**src/rtl/npc_seq_ctrl.sv**
```systemverilog
// Multi-cycle sequencer for the single-issue RV32 core: owns PC and the latched instruction,
// runs fetch, steps the LSU, gates the register-file write and halts on faults or timeouts.
module npc_seq_ctrl #(
  parameter logic [31:0] RESET_PC  = 32'h8000_0000,
  parameter int          TIMEOUT   = 256,
  parameter int          INSTRET_W = 64
) (
  input  logic                 clk,
  input  logic                 rst_n,
  output logic                 ifu_req,
  output logic [31:0]          ifu_addr,
  input  logic                 ifu_gnt,
  input  logic                 ifu_rvalid,
  input  logic [31:0]          ifu_rdata,
  output logic [31:0]          pc,
  output logic [31:0]          inst,
  input  logic [31:0]          dec_dnpc,
  input  logic [2:0]           dec_load,
  input  logic [3:0]           dec_store,
  input  logic                 dec_regW,
  input  logic                 dec_ebreak,
  input  logic                 dec_inv,
  output logic                 lsu_req,
  input  logic                 lsu_done,
  output logic                 wb_en,
  output logic                 retire,
  output logic [INSTRET_W-1:0] instret,
  output logic                 halt,
  output logic [1:0]           halt_code
);

  localparam int              CNT_W    = $clog2(TIMEOUT + 1);
  localparam logic [CNT_W-1:0] CNT_LAST = CNT_W'(TIMEOUT - 1);

  typedef enum logic [2:0] {
    IDLE, FETCH, FWAIT, DECODE, MEM, WB, HALT
  } state_t;

  state_t           state;
  logic [CNT_W-1:0] tmo_cnt;
  logic             tmo_hit;

  // The counter sits at TIMEOUT-1 during the last allowed wait cycle; a completion then still wins.
  assign tmo_hit  = (tmo_cnt == CNT_LAST);
  assign ifu_addr = pc;

  always_ff @(posedge clk or negedge rst_n) begin
    if (!rst_n) begin
      state     <= IDLE;
      pc        <= RESET_PC;
      inst      <= 32'h0000_0013;
      instret   <= '0;
      halt      <= 1'b0;
      halt_code <= 2'd0;
      ifu_req   <= 1'b0;
      lsu_req   <= 1'b0;
      wb_en     <= 1'b0;
      retire    <= 1'b0;
      tmo_cnt   <= '0;
    end else begin
      wb_en  <= 1'b0;
      retire <= 1'b0;
      case (state)
        IDLE: begin
          state   <= FETCH;
          ifu_req <= 1'b1;
          tmo_cnt <= '0;
        end
        FETCH: begin
          if (ifu_gnt) begin
            ifu_req <= 1'b0;
            tmo_cnt <= '0;
            if (ifu_rvalid) begin
              inst  <= ifu_rdata;
              state <= DECODE;
            end else begin
              state <= FWAIT;
            end
          end else if (tmo_hit) begin
            ifu_req   <= 1'b0;
            state     <= HALT;
            halt      <= 1'b1;
            halt_code <= 2'd3;
          end else begin
            tmo_cnt <= tmo_cnt + CNT_W'(1);
          end
        end
        FWAIT: begin
          if (ifu_rvalid) begin
            inst  <= ifu_rdata;
            state <= DECODE;
          end else if (tmo_hit) begin
            state     <= HALT;
            halt      <= 1'b1;
            halt_code <= 2'd3;
          end else begin
            tmo_cnt <= tmo_cnt + CNT_W'(1);
          end
        end
        // Fault priority: ebreak, then illegal encoding, then a misaligned next PC.
        DECODE: begin
          if (dec_ebreak) begin
            state     <= HALT;
            halt      <= 1'b1;
            halt_code <= 2'd1;
          end else if (dec_inv || (dec_dnpc[1:0] != 2'b00)) begin
            state     <= HALT;
            halt      <= 1'b1;
            halt_code <= 2'd2;
          end else if ((dec_load != 3'd0) || (dec_store != 4'd0)) begin
            state   <= MEM;
            lsu_req <= 1'b1;
            tmo_cnt <= '0;
          end else begin
            state  <= WB;
            wb_en  <= dec_regW;
            retire <= 1'b1;
          end
        end
        MEM: begin
          if (lsu_done) begin
            lsu_req <= 1'b0;
            state   <= WB;
            wb_en   <= dec_regW;
            retire  <= 1'b1;
          end else if (tmo_hit) begin
            lsu_req   <= 1'b0;
            state     <= HALT;
            halt      <= 1'b1;
            halt_code <= 2'd3;
          end else begin
            tmo_cnt <= tmo_cnt + CNT_W'(1);
          end
        end
        WB: begin
          pc      <= dec_dnpc;
          instret <= instret + INSTRET_W'(1);
          state   <= FETCH;
          ifu_req <= 1'b1;
          tmo_cnt <= '0;
        end
        HALT: begin
          state <= HALT;
        end
        default: begin
          state <= IDLE;
        end
      endcase
    end
  end

endmodule

```
**config.mk**
```make
export PLATFORM = sky130hd
export DESIGN_NAME = npc_seq_ctrl
export DESIGN_NICKNAME = d
export VERILOG_FILES = /design/src/rtl/npc_seq_ctrl.sv
export SDC_FILE = /design/constraint.sdc
export NUM_CORES = 1
export LEC_CHECK = 0
export ABC_AREA = 1
export CORE_ASPECT_RATIO = 1.1
export CORE_MARGIN = 5
export CORE_UTILIZATION = 51
export CTS_CLUSTER_DIAMETER = 40
export DETAILED_ROUTE_END_ITERATION = 10
export PLACE_DENSITY = 0.95
export SLEW_MARGIN = 20
export SYNTH_ARGS = -nofsm -noshare
export SYNTH_HDL_FRONTEND = slang
export SYNTH_SLANG_ARGS = --single-unit
export TNS_END_PERCENT = 100
```
**constraint.sdc**
```tcl
create_clock -name clk -period 2.35 [get_ports clk]
set_input_delay 0.47 -clock clk [delete_from_list [all_inputs] [get_ports clk]]
set_output_delay 0.47 -clock clk [all_outputs]
set_load 0.02 [all_outputs]
```
== Word-level counts from Yosys, hierarchy flattened ==
Cells that the tools add are included.

* $add $sub $neg: 2
* Multiply operators: 0
* Div/mod/pow operators: 0
* Magnitude comparators: 0
* Eq/ne operators: 17
* Shift-type cells: 0
* Multiplexer cells: 52
* Bitwise operators: 0
* Reductions and logical operators: 17

{| class="wikitable"
|+ Operators by type and width
! cell !! count
|-
| 64-bit by 1-bit adder with 64-bit output (second input constant) || 1
|-
| 32-bit 2-to-1 mux || 2
|-
| 32-bit one-hot mux with 2 select lines || 1
|-
| 9-bit 2-to-1 mux || 7
|-
| 9-bit one-hot mux with 5 select lines || 1
|-
| 1-bit 2-to-1 mux || 22
|-
| 3-bit one-hot mux with 6 select lines || 1
|-
| 2-bit 2-to-1 mux || 8
|-
| 2-bit != test (second input constant) || 7
|-
| 3-bit 2-to-1 mux || 4
|-
| 5-bit AND reduction || 2
|-
| 9-bit by 1-bit adder with 9-bit output (second input constant) || 1
|-
| 3-bit equality test (second input constant) || 3
|-
| 9-bit by 8-bit equality test with 1-bit output (second input constant) || 1
|-
| 3-bit != test (second input constant) || 3
|-
| 1-bit one-hot mux with 2 select lines || 4
|-
| 2-bit one-hot mux with 4 select lines || 1
|-
| 2-bit nonzero test || 4
|-
| 4-bit nonzero test || 2
|-
| 3-bit by 2-bit equality test with 1-bit output (second input constant) || 2
|-
| 6-bit AND reduction || 1
|-
| 5-bit nonzero test || 1
|-
| 1-bit one-hot mux with 4 select lines || 1
|-
| 2-bit AND reduction || 2
|-
| 5 further kinds || 6
|}

* Flip-flop bits (word level): 147
* Latch bits: 0
* Bits in writable memories: 0
* Memory bits (read-only): 0
* Memories: 0

== Depth between registers and ports, before layout ==
Gate-level depths: netlist of the first run.

* Depth after elaboration: 6
* Gate-level depth with buffers: 11

== Worst setup path after synthesis of the first run ==
OpenSTA, ideal clock, no wires.

* Path kind: reg2reg
* From: register instret[1]
* To: register instret[50]
* Arrival: 1633 ps
* Data required time: 2237 ps
* Slack: 604 ps
* Stages on the path, launching flop included: 11
* Path buffers: 0
* Clock period less this slack: 1746 ps
* Path through: dfrtp_1 -> ha_1 -> nand3_1 -> nor2_1 -> nand3_1 -> nor2_1 -> nand2_1 -> nor2_1 -> nand3_1 -> nand2_1 -> inv_1

* Longest elaborated chain between the ends: 1

{| class="wikitable"
|+ RTL lines
! item !! line !! source
|-
| start, declared || 27 || <nowiki>output logic [INSTRET_W-1:0] instret,</nowiki>
|-
| start signal, assigned || 137 || <nowiki>instret <= instret + INSTRET_W'(1);</nowiki>
|-
| 64-bit by 1-bit adder with 64-bit output || 137 ||
|}

No other way between the ends.
A chain may end at the register's enable or synchronous reset.

== Worst setup path in the final report of the first run ==
* From: register pc[31] (netlist: ifu_addr[31])
* To: output port ifu_addr[31]

{| class="wikitable"
|+ RTL lines
! item !! line !! source
|-
| start, declared || 15 || <nowiki>output logic [31:0] pc,</nowiki>
|-
| start signal, assigned || 136 || <nowiki>pc <= dec_dnpc;</nowiki>
|-
| end, declared || 11 || <nowiki>output logic [31:0] ifu_addr,</nowiki>
|}

No word-level cell between the ends.

==> results.md, run 1 <==
* XOR/XNOR Fraction of Synth Area at 4.60%
* Die Span Y at 140 um
* Starting Density at 51.9%
* Worst endpoint required time at 1880 ps
* Fin cells at 1492
* Worst-Margin Slew at 564 ps
* Post-CTS Setup Bufs at 0
* Die width at 128 um
* Worst-path clk slew at 60 ps
* Flop pwr share at 33.0%
* Setup Skew at 8.59 ps
* First drt pass iteration count at 5
* Fin. max-slew vios at 0
* P_leak at 0.00503 uW
* Crit-path cells: clkdlybuf4s50_1
* VDD IR-drop max at 0.000869 V
* Portion of netlist area occupied by mux cells at 0%
* RSZ-0062 raised after global routing: false
* Clock Path Buffers at 2
* Leading area contributor after synthesis: dfrtp_1
* Vias/cell at 5.29
* Critical path type: register to primary output
* Main combinational cell family by area after synthesis: simple AND/OR/NAND/NOR gates
* Combinational share of power at 42.9%
* CP arrival at 1590 ps
* Endpoints failing setup at 0
* Post-synthesis adder-cell area fraction at 0.321%
* Placed Area at 0.0103 mm^2
* FMAX at 486 MHz
* Outcome: finished, final reports clean
* I/O pin total at 246
* WL/cell at 16.9 um
* Cell Rows at 47
* Clock share of power at 24.0%
* GRT met3 Usage at 7.93%
* CP startpoint kind: register
* Fin crit share at 87.6%
* Switching Share at 39.0%
* Top cells by area, synth: dfrtp_1 (46%), nand2_1 (21%), nor2_1 (6.5%), nand3_1 (4.7%), inv_1 (3.4%)
* Netlist Area Pre-Place at 0.00781 mm^2
* Gpl congestion at 0.938
* Synth Area in Compound Gates at 2.32%
* Ant diodes at 0
* Layout cells sized above 1 at 6.17%
* Post-Syn Instances at 1057
* Most Crowded Layer GR: met2
* CP bufs+invs at 1
* CP max stage delay at 610 ps
* Final WL at 25200 um
* Simple-gate share of the synthesized area at 37.5%
* Final core utilization at 72.6%
* Hold Violations, Final at 0
* CTS tree: yes
* Power Dens Cells at 1050 mW/mm^2
* Core area at 0.0151 mm^2
* DP HPWL at 19300 um
* Post-route ant nets at 0
* Overflow after GRT at 0
* Tmin final at 2060 ps
* Avg Synthesized Cell Area at 7.39 um^2
* Hold/Removal Path Class: register to register
* Area Overhead vs Synth at 40.0%
* Count of different cell masters after synthesis at 38
* Sum Neg Setup Slack at 0 ps
* Sequential fraction of the synthesis area at 47.2%
* First-pass GRT wire length at 41400 um
* Die area at 0.0179 mm^2
* Num CTS Buffers at 17
* Clock Tree Root: clkbuf_16
* Top delay family on crit path: buffers and inverters
* Port Buffers at 245
* Critical path's slowest cell: clkdlybuf4s50_1
* Clock latency on the worst-skew pair at 430 ps
* Share of the synthesized area in the top cell type at 45.8%
* GR Util met1 at 33.3%
* Routed vias at 7900
* Pre-CTS WS at 154 ps
* Commonest non-fill, non-tap cell in the layout: nand2_1
* Antenna violations before repair at 0
* Worst setup margin at 292 ps
* Clk sinks at 147
* Drc violations at 0
* Vias in the first global route at 8216
* Cells after DPL at 1459
* Final Instance Area at 0.0109 mm^2
* Met2 GRT Util at 49.9%
* Psw at 4480 uW
* Commonest non-fill, non-tap cells in the layout: nand2_1 (429), clkdlybuf4s50_1 (244), dfrtp_1 (143), nor2_1 (136), nand3_1 (74)
* Crit path max fanout at 3
* NumNets Final at 1364
* Register bit total from synthesis at 147
* Syn Nets at 1138
* H-tree levels at 4
* Max-Cap Viols at 0
* Yosys warnings at 0
* Slew HR at 62.1%
* DRT iter0 DRCs at 487
* Int Power at 7000 uW
* Total GRT Usage at 29.3%
* Setup crit end kind: primary output
* Largest net degree at the start of global routing at 48
* Fillers at 1140
==> cells in the mapped netlist (all sizes together) <==
| cell | count |
|---|---|
| a21oi | 3 |
| a22oi | 1 |
| and2 | 1 |
| and3 | 1 |
| buf | 44 |
| clkbuf | 9 |
| clkinv | 2 |
| dfrtp | 143 |
| dfstp | 4 |
| ha | 2 |
| inv | 78 |
| nand2 | 434 |
| nand3 | 80 |
| nand3b | 3 |
| nand4 | 22 |
| nor2 | 145 |
| nor3 | 12 |
| nor4 | 1 |
| o21ai | 27 |
| o21bai | 1 |
| o22ai | 2 |
| or2 | 1 |
| xnor2 | 20 |
| xor2 | 21 |
==> sequential cells by signal, indices dropped and copies added (netlist names) <==
| register | count |
|---|---|
| inst | 32 |
| ifu_req | 1 |
| halt | 1 |
| halt_code | 2 |
| ifu_addr | 32 |
| instret | 64 |
| lsu_req | 1 |
| state | 3 |
| retire | 1 |
| wb_en | 1 |
| tmo_cnt | 9 |
==> metal layers <==
layer,vias up,share of wire [%]
li1,3721,-
met1,3699,36
met2,389,50
met3,91,8.8
met4,0,4.9
met5,-,0
==> kinds of logic after synthesis <==
kind of cell               Yosys count
AOI/OAI and AO/OA                   34
xor gates and xnor gates            41
adders and majority gates            2
buffers and inverters              133
DFF                                147
and+or+nand+nor                    700
==> power groups by stage <==
stage	sequential (uW)	clock (uW)	combinational, uW
detailed placement	3790	0	4930
finish	3790	2760	4920
floorplan	4390	0	2130
CTS	3780	2790	4970
global placement	3770	0	4780
global route	3890	2900	5320
==> area by class of cell <==
cell class	instances	area [um^2]	share of cell area (%)
clock buffers	24	502	4.59
multi-input cells	777	3490	32.0
clock inverters	8	98.8	0.904
inverters	80	302	2.76
flip-flops and latches	147	3680	33.7
repair buffers	260	2610	23.8
well taps	196	245	2.24
==> metrics by stage <==
stage                     hold WS, ps  power (uW)
after floorplan                   174        6530
after global placement            435        8550
after global routing              483       12100
after CTS                         462       11500
after detailed placement          438        8720
final                             460       11500
==> repair_timing <==
action                     CTS  global route
setup endpoints to repair    0             0
resized for setup            0             0
hold buffers                 1             0
hold endpoints to repair    42             0
==> final timing paths <==
| check | endpoint | depth (start not counted) | slack, ps | from |
|---|---|---|---|---|
| setup / recovery | ifu_addr[31] | 1 | 290 | ifu_addr[31] |
| hold / removal | inst[1] | 2 | 460 | inst[1] |
| setup reg to reg | instret[54] | 7 | 310 | instret[0] |
| hold reg to reg | inst[1] | 2 | 460 | inst[1] |
| max in group asynchronous | inst[4] | 3 | 1120 | rst_n |
| min in group asynchronous | instret[17] | 2 | 570 | rst_n |
Power figures use the tool's default switching activity.
==> run 2, diff against run 1 <==
--- a/config.mk
+++ b/config.mk
@@ -8,10 +8,10 @@
 export ABC_AREA = 1
 export CORE_ASPECT_RATIO = 1.1
 export CORE_MARGIN = 5
-export CORE_UTILIZATION = 51
+export CORE_UTILIZATION = 35
 export CTS_CLUSTER_DIAMETER = 40
 export DETAILED_ROUTE_END_ITERATION = 10
-export PLACE_DENSITY = 0.95
+export PLACE_DENSITY = 0.74
 export SLEW_MARGIN = 20
 export SYNTH_ARGS = -nofsm -noshare
 export SYNTH_HDL_FRONTEND = slang
==> results.md, run 2 (synthesis results as in run 1) <==
* Clock Tree Root: clkbuf_16
* Worst-Margin Slew at 504 ps (-60.2 ps)
* Core area at 0.0220 mm^2 (+46%)
* Drc violations at 0 (unchanged)
* DP HPWL at 19300 um (+0.23%)
* Ant diodes at 0 (unchanged)
* CP startpoint kind: register
* NumNets Final at 1366 (+0.15%)
* Commonest non-fill, non-tap cell in the layout: nand2_1
* Hold/Removal Path Class: register to register
* P_leak at 0.00503 uW (-0.16%)
* Setup Skew at 10.5 ps (+1.91 ps)
* Post-route ant nets at 0 (unchanged)
* DRT iter0 DRCs at 387 (-21%)
* Cell Rows at 57 (+21%)
* Critical path's slowest cell: clkdlybuf4s50_1
* Area of the multi-input gates at 0.00349 mm^2 (unchanged)
* Worst endpoint required time at 1880 ps (about the same)
* Layout cells sized above 1 at 6.47% (+0.30 points)
* Clk sinks at 147 (unchanged)
* Die area at 0.0254 mm^2 (+42%)
* Critical path type: register to primary output
* CP bufs+invs at 1 (unchanged)
* Routed vias at 7605 (-3.7%)
* Fillers at 2119 (+86%)
* Slew HR at 66.4% (+4.3 points)
* VDD IR-drop max at 0.000735 V (-15%)
* CP max stage delay at 670 ps (+60 ps)
* GRT met3 Usage at 6.62% (-1.3 points)
* Fin. max-slew vios at 0 (unchanged)
* Die Span Y at 167 um (+19%)
* I/O pin total at 246 (unchanged)
* Most Crowded Layer GR: met2
* Total GRT Usage at 19.2% (-10 points)
* Setup crit end kind: primary output
* Endpoints failing setup at 0 (unchanged)
* Crit path max fanout at 5 (+2)
* Biggest register: instret
* Top delay family on crit path: buffers and inverters
* Overflow after GRT at 0 (unchanged)
* First-pass GRT wire length at 39700 um (-4.2%)
* Worst setup margin at 279 ps (-12.9 ps)
* CP arrival at 1600 ps (about the same)
* Gpl congestion at 0.932 (-0.61%)
* FMAX at 483 MHz (-0.62%)
* Final WL at 24600 um (-2.3%)
* Largest net degree at the start of global routing at 49 (+2.1%)
* Met2 GRT Util at 34.5% (-15 points)
* Hold Violations, Final at 0 (unchanged)
* Die width at 152 um (+19%)
* Commonest non-fill, non-tap cells in the layout: nand2_1 (429), clkdlybuf4s50_1 (244), dfrtp_1 (143), nor2_1 (136), nand3_1 (74)
* GR Util met1 at 21.3% (-12 points)
* Num CTS Buffers at 17 (unchanged)
* Area Overhead vs Synth at 41.5%
* Power Dens Cells at 1020 mW/mm^2 (-2.8%)
* Sequential standard cell area at 0.00368 mm^2 (unchanged)
* First drt pass iteration count at 5 (unchanged)
* RSZ-0062 raised after global routing: false
* Clock latency on the worst-skew pair at 430 ps (about the same)
* Clock Path Buffers at 2 (unchanged)
* Final core utilization at 50.1% (-22 points)
* H-tree levels at 4 (unchanged)
* Antenna violations before repair at 0 (unchanged)
* Vias/cell at 4.77 (-9.8%)
* Vias in the first global route at 7874 (-4.2%)
* WL/cell at 15.5 um (-8.5%)
* Starting Density at 35.4% (-16 points)
* Outcome: finished, final reports clean
* Fin crit share at 88.1% (+0.55 points)
* CTS tree: yes
* Max-Cap Viols at 0 (unchanged)
* Tmin final at 2070 ps (+12.9 ps)
* Sum Neg Setup Slack at 0 ps (unchanged)
* Pre-CTS WS at 143 ps (-10.9 ps)
* Max reg flops at 64 (unchanged)
* Port Buffers at 245 (unchanged)
* Crit-path cells: clkdlybuf4s50_1
* Worst-path clk slew at 70 ps (about the same)
run 2: metrics by stage:
stage	std cells	total power (uW)	hold slack [ps]	cell area, um^2
final	1593	11300	460	11000
after global routing	1593	11900	482	11000
after CTS	1593	11400	463	11000
after detailed placement	1560	8660	444	10500
after global placement	1560	8580	443	10500
after floorplan	1057	6530	174	7810
run 2: routing by layer:
metal | vias to the layer above | wire length (um)
li1 | 3730 | -
met2 | 277 | 12500
met1 | 3556 | 9460
met5 | - | 0
met3 | 42 | 2070
met4 | 0 | 634
run 2: timing repair:
action / CTS / global route
gates resized for setup: 0 / 0
buffers inserted: 0 / 0
hold buffers: 1 / 0
endpoints found under the hold margin: 24 / 0
setup endpoints to repair: 0 / 0
run 2: final cells by class:
type                            instances  area share [%]
Sequential cell                       147            33.3
Timing Repair Buffer                  262            23.7
Clock inverter                         14            1.28
Inverter                               80            2.73
Clock buffer                           18            3.97
Multi-Input combinational cell        777            31.6
Tap cell                              295            3.34
run 2: final timing paths:
path,to,cells after the start,slack (ps),startpoint
min in group asynchronous,instret[63],2,570,rst_n
worst max register to register,instret[62],7,360,instret[0]
worst max-delay path,instret[44],1,280,instret[44]
worst min register to register,inst[1],2,460,inst[1]
max in group asynchronous,ifu_addr[31],3,1100,rst_n
worst min-delay path,inst[1],2,460,inst[1]
run 2: power by group:
| group | total (uW) | internal (uW) | switching (uW) |
|---|---|---|---|
| logic | 4830 | 2100 | 2730 |
| registers | 3740 | 3200 | 538 |
| clock network | 2700 | 1520 | 1180 |
| total | 11300 | 6820 | 4450 |
==> run 3, diff against run 2 <==
--- a/config.mk
+++ b/config.mk
@@ -11,6 +11,7 @@
 export CORE_UTILIZATION = 35
 export CTS_CLUSTER_DIAMETER = 40
 export DETAILED_ROUTE_END_ITERATION = 10
+export GPL_TIMING_DRIVEN = 0
 export PLACE_DENSITY = 0.74
 export SLEW_MARGIN = 20
 export SYNTH_ARGS = -nofsm -noshare
==> results.md, run 3 (synthesis results as in run 1) <==
* CP startpoint kind: register
* Int Power at 7310 uW (+7.1%)
* Slew HR at 56.6% (-9.8 points)
* Port Buffers at 244 (-0.41%)
* Num CTS Buffers at 17 (unchanged)
* Max-Cap Viols at 0 (unchanged)
* Switching Share at 38.2% (-1.4 points)
* Total GRT Usage at 19.8% (+0.59 points)
* Setup crit end kind: register
* Routed vias at 7757 (+2.0%)
* Commonest non-fill, non-tap cells in the layout: nand2_1 (429), clkdlybuf4s50_1 (243), dfrtp_1 (143), nor2_1 (136), nand3_1 (74)
* Vias/cell at 4.76 (-0.26%)
* Cells on worst reg2reg path at 7 (unchanged)
* Combinational share of power at 43.8% (+0.9 points)
* Reg-to-reg endpoint: instret[38]
* Area Overhead vs Synth at 44.3%
* Setup Skew at 20.5 ps (+10.0 ps)
* Fin crit share at 94.5% (+6.4 points)
* CTS tree: yes
* RR Startpoint: instret[0]
* Crit-path cells: ha_1, nand3_1, nor2_1, nand4_1, nor3_1, nand4_1, nand2_1
* Worst endpoint required time at 2720 ps (+840 ps)
* Core area at 0.0220 mm^2 (unchanged)
* Endpoints failing setup at 0 (unchanged)
* Clock latency on the worst-skew pair at 440 ps (about the same)
* Worst hold margin at 13.4 ps (-447 ps)
* First-pass GRT wire length at 40900 um (+3.0%)
* Post-route ant nets at 0 (unchanged)
* I/O pin total at 246 (unchanged)
* Flop pwr share at 31.8% (-1.4 points)
* Die area at 0.0254 mm^2 (unchanged)
* Starting Density at 35.4% (unchanged)
* Top cell by count, worst path: nand4_1
* Biggest register: instret
* Critical path type: register to register
* Flop-to-flop setup slack at 130 ps (-230 ps)
* Commonest non-fill, non-tap cell in the layout: nand2_1
* Die Span Y at 167 um (unchanged)
* Pre-CTS WS at -59.9 ps (-203 ps)
* Resized cells post-CTS at 0 (unchanged)
* Clock Path Buffers at 2 (unchanged)
* Max reg flops at 64 (unchanged)
* NumNets Final at 1402 (+2.6%)
* RSZ-0062 raised after global routing: false
* Worst setup margin at 128 ps (-151 ps)
* Power Dens Cells at 1050 mW/mm^2 (+2.7%)
* Overflow after GRT at 0 (unchanged)
* Gpl congestion at 0.950 (+1.9%)
* Ant diodes at 0 (unchanged)
* Layout cells sized above 1 at 8.02% (+1.5 points)
* CP max stage delay at 590 ps (-80 ps)
* Critical path's slowest cell: nor3_1
* Final WL at 24700 um (+0.45%)
* P_leak at 0.00516 uW (+2.6%)
* Hold Violations, Final at 0 (unchanged)
* Hold buffer count at cts at 0 (-1)
* Tmin final at 2220 ps (+151 ps)
* Outcome: finished, final reports clean
* Hold/Removal Path Class: input pin to async pin
* Worst-path clk slew at 70 ps (about the same)
* Antenna violations before repair at 0 (unchanged)
* First drt pass iteration count at 5 (unchanged)
* WL/cell at 15.2 um (-1.8%)
* Fin. max-slew vios at 0 (unchanged)
* Drc violations at 0 (unchanged)
* Cell Rows at 57 (unchanged)
* H-tree levels at 4 (unchanged)
* FMAX at 450 MHz (-6.8%)
* CP arrival at 2590 ps (+990 ps)
* Die width at 152 um (unchanged)
* Vias in the first global route at 7994 (+1.5%)
* Clock share of power at 24.4% (+0.4 points)
* Largest net degree at the start of global routing at 76 (+55%)
* Post-CTS Setup Bufs at 0 (unchanged)
* VDD IR-drop max at 0.000659 V (-10%)
* Psw at 4510 uW (+1.1%)
* Worst-Margin Slew at 645 ps (+142 ps)
* Crit path max fanout at 5 (unchanged)
* Clk sinks at 147 (unchanged)
* Clock Tree Root: clkbuf_16
* DP HPWL at 19600 um (+1.7%)
* DRT iter0 DRCs at 415 (+7.2%)
==> run 3: layout make-up <==
class | count | area (um^2)
Timing Repair Buffer | 245 | 2470
Inverter | 80 | 302
Fill cell | 2095 | 10800
Clock inverter | 13 | 174
Tap cell | 295 | 369
Sequential cell | 147 | 3680
Buffer | 53 | 328
Clock buffer | 19 | 443
Multi-Input combinational cell | 777 | 3490
==> run 3: layer usage <==
metal	wire length [um]	up-vias	GRT usage [%]	part of all wire [%]
met2	12400	295	35.1	50
met3	2050	48	6.13	8.3
li1	-	3814	-	-
met5	0	-	0	0
met1	9460	3600	22.0	38
met4	824	0	8.37	3.3
==> run 3: worst max-delay path, delay by kind of cell, from the launching register on <==
family                   cells  cell delay, ps
adder cells (fa/ha/maj)      1             220
flip-flops                   1             420
AND/OR/NAND/NOR              6            1530
==> run 3: per-stage QoR <==
| step | std cells | instance area (um^2) | utilization (%) | total power, uW | TNS [ps] |
|---|---|---|---|---|---|
| after floorplan | 1057 | 7810 | - | 6530 | 0 |
| after global placement | 1596 | 10600 | 48.2 | 8940 | -778850 |
| after detailed placement | 1597 | 10700 | 48.3 | 9030 | -59.9 |
| after CTS | 1629 | 11300 | 51.1 | 12000 | 0 |
| after global routing | 1629 | 11300 | 51.1 | 12600 | 0 |
| final | 1629 | 11300 | 51.1 | 11800 | 0 |
==> run 3: worst max path at each step <==
stage	start	slack, ps	end	depth (start not counted)
4_1_cts	ifu_addr[31]	180	pc[31]	2
2_1_floorplan	instret[1]	600	instret[50]	10
3_5_place_dp	ifu_gnt	-60	inst[16]	6
5_1_grt	instret[0]	70	instret[38]	7
3_3_place_gp	rst_n	-5360	inst[12]	1
6_report	instret[0]	130	instret[38]	7
==> run 3: power by group through the flow <==
| stage | Combinational (uW) | Sequential [uW] | Clock [uW] |
|---|---|---|---|
| after CTS | 5260 | 3760 | 2940 |
| final | 5180 | 3750 | 2880 |
| after floorplan | 2130 | 4390 | 0 |
| after global routing | 5650 | 3860 | 3060 |
| after global placement | 5170 | 3770 | 0 |
| after detailed placement | 5240 | 3780 | 0 |
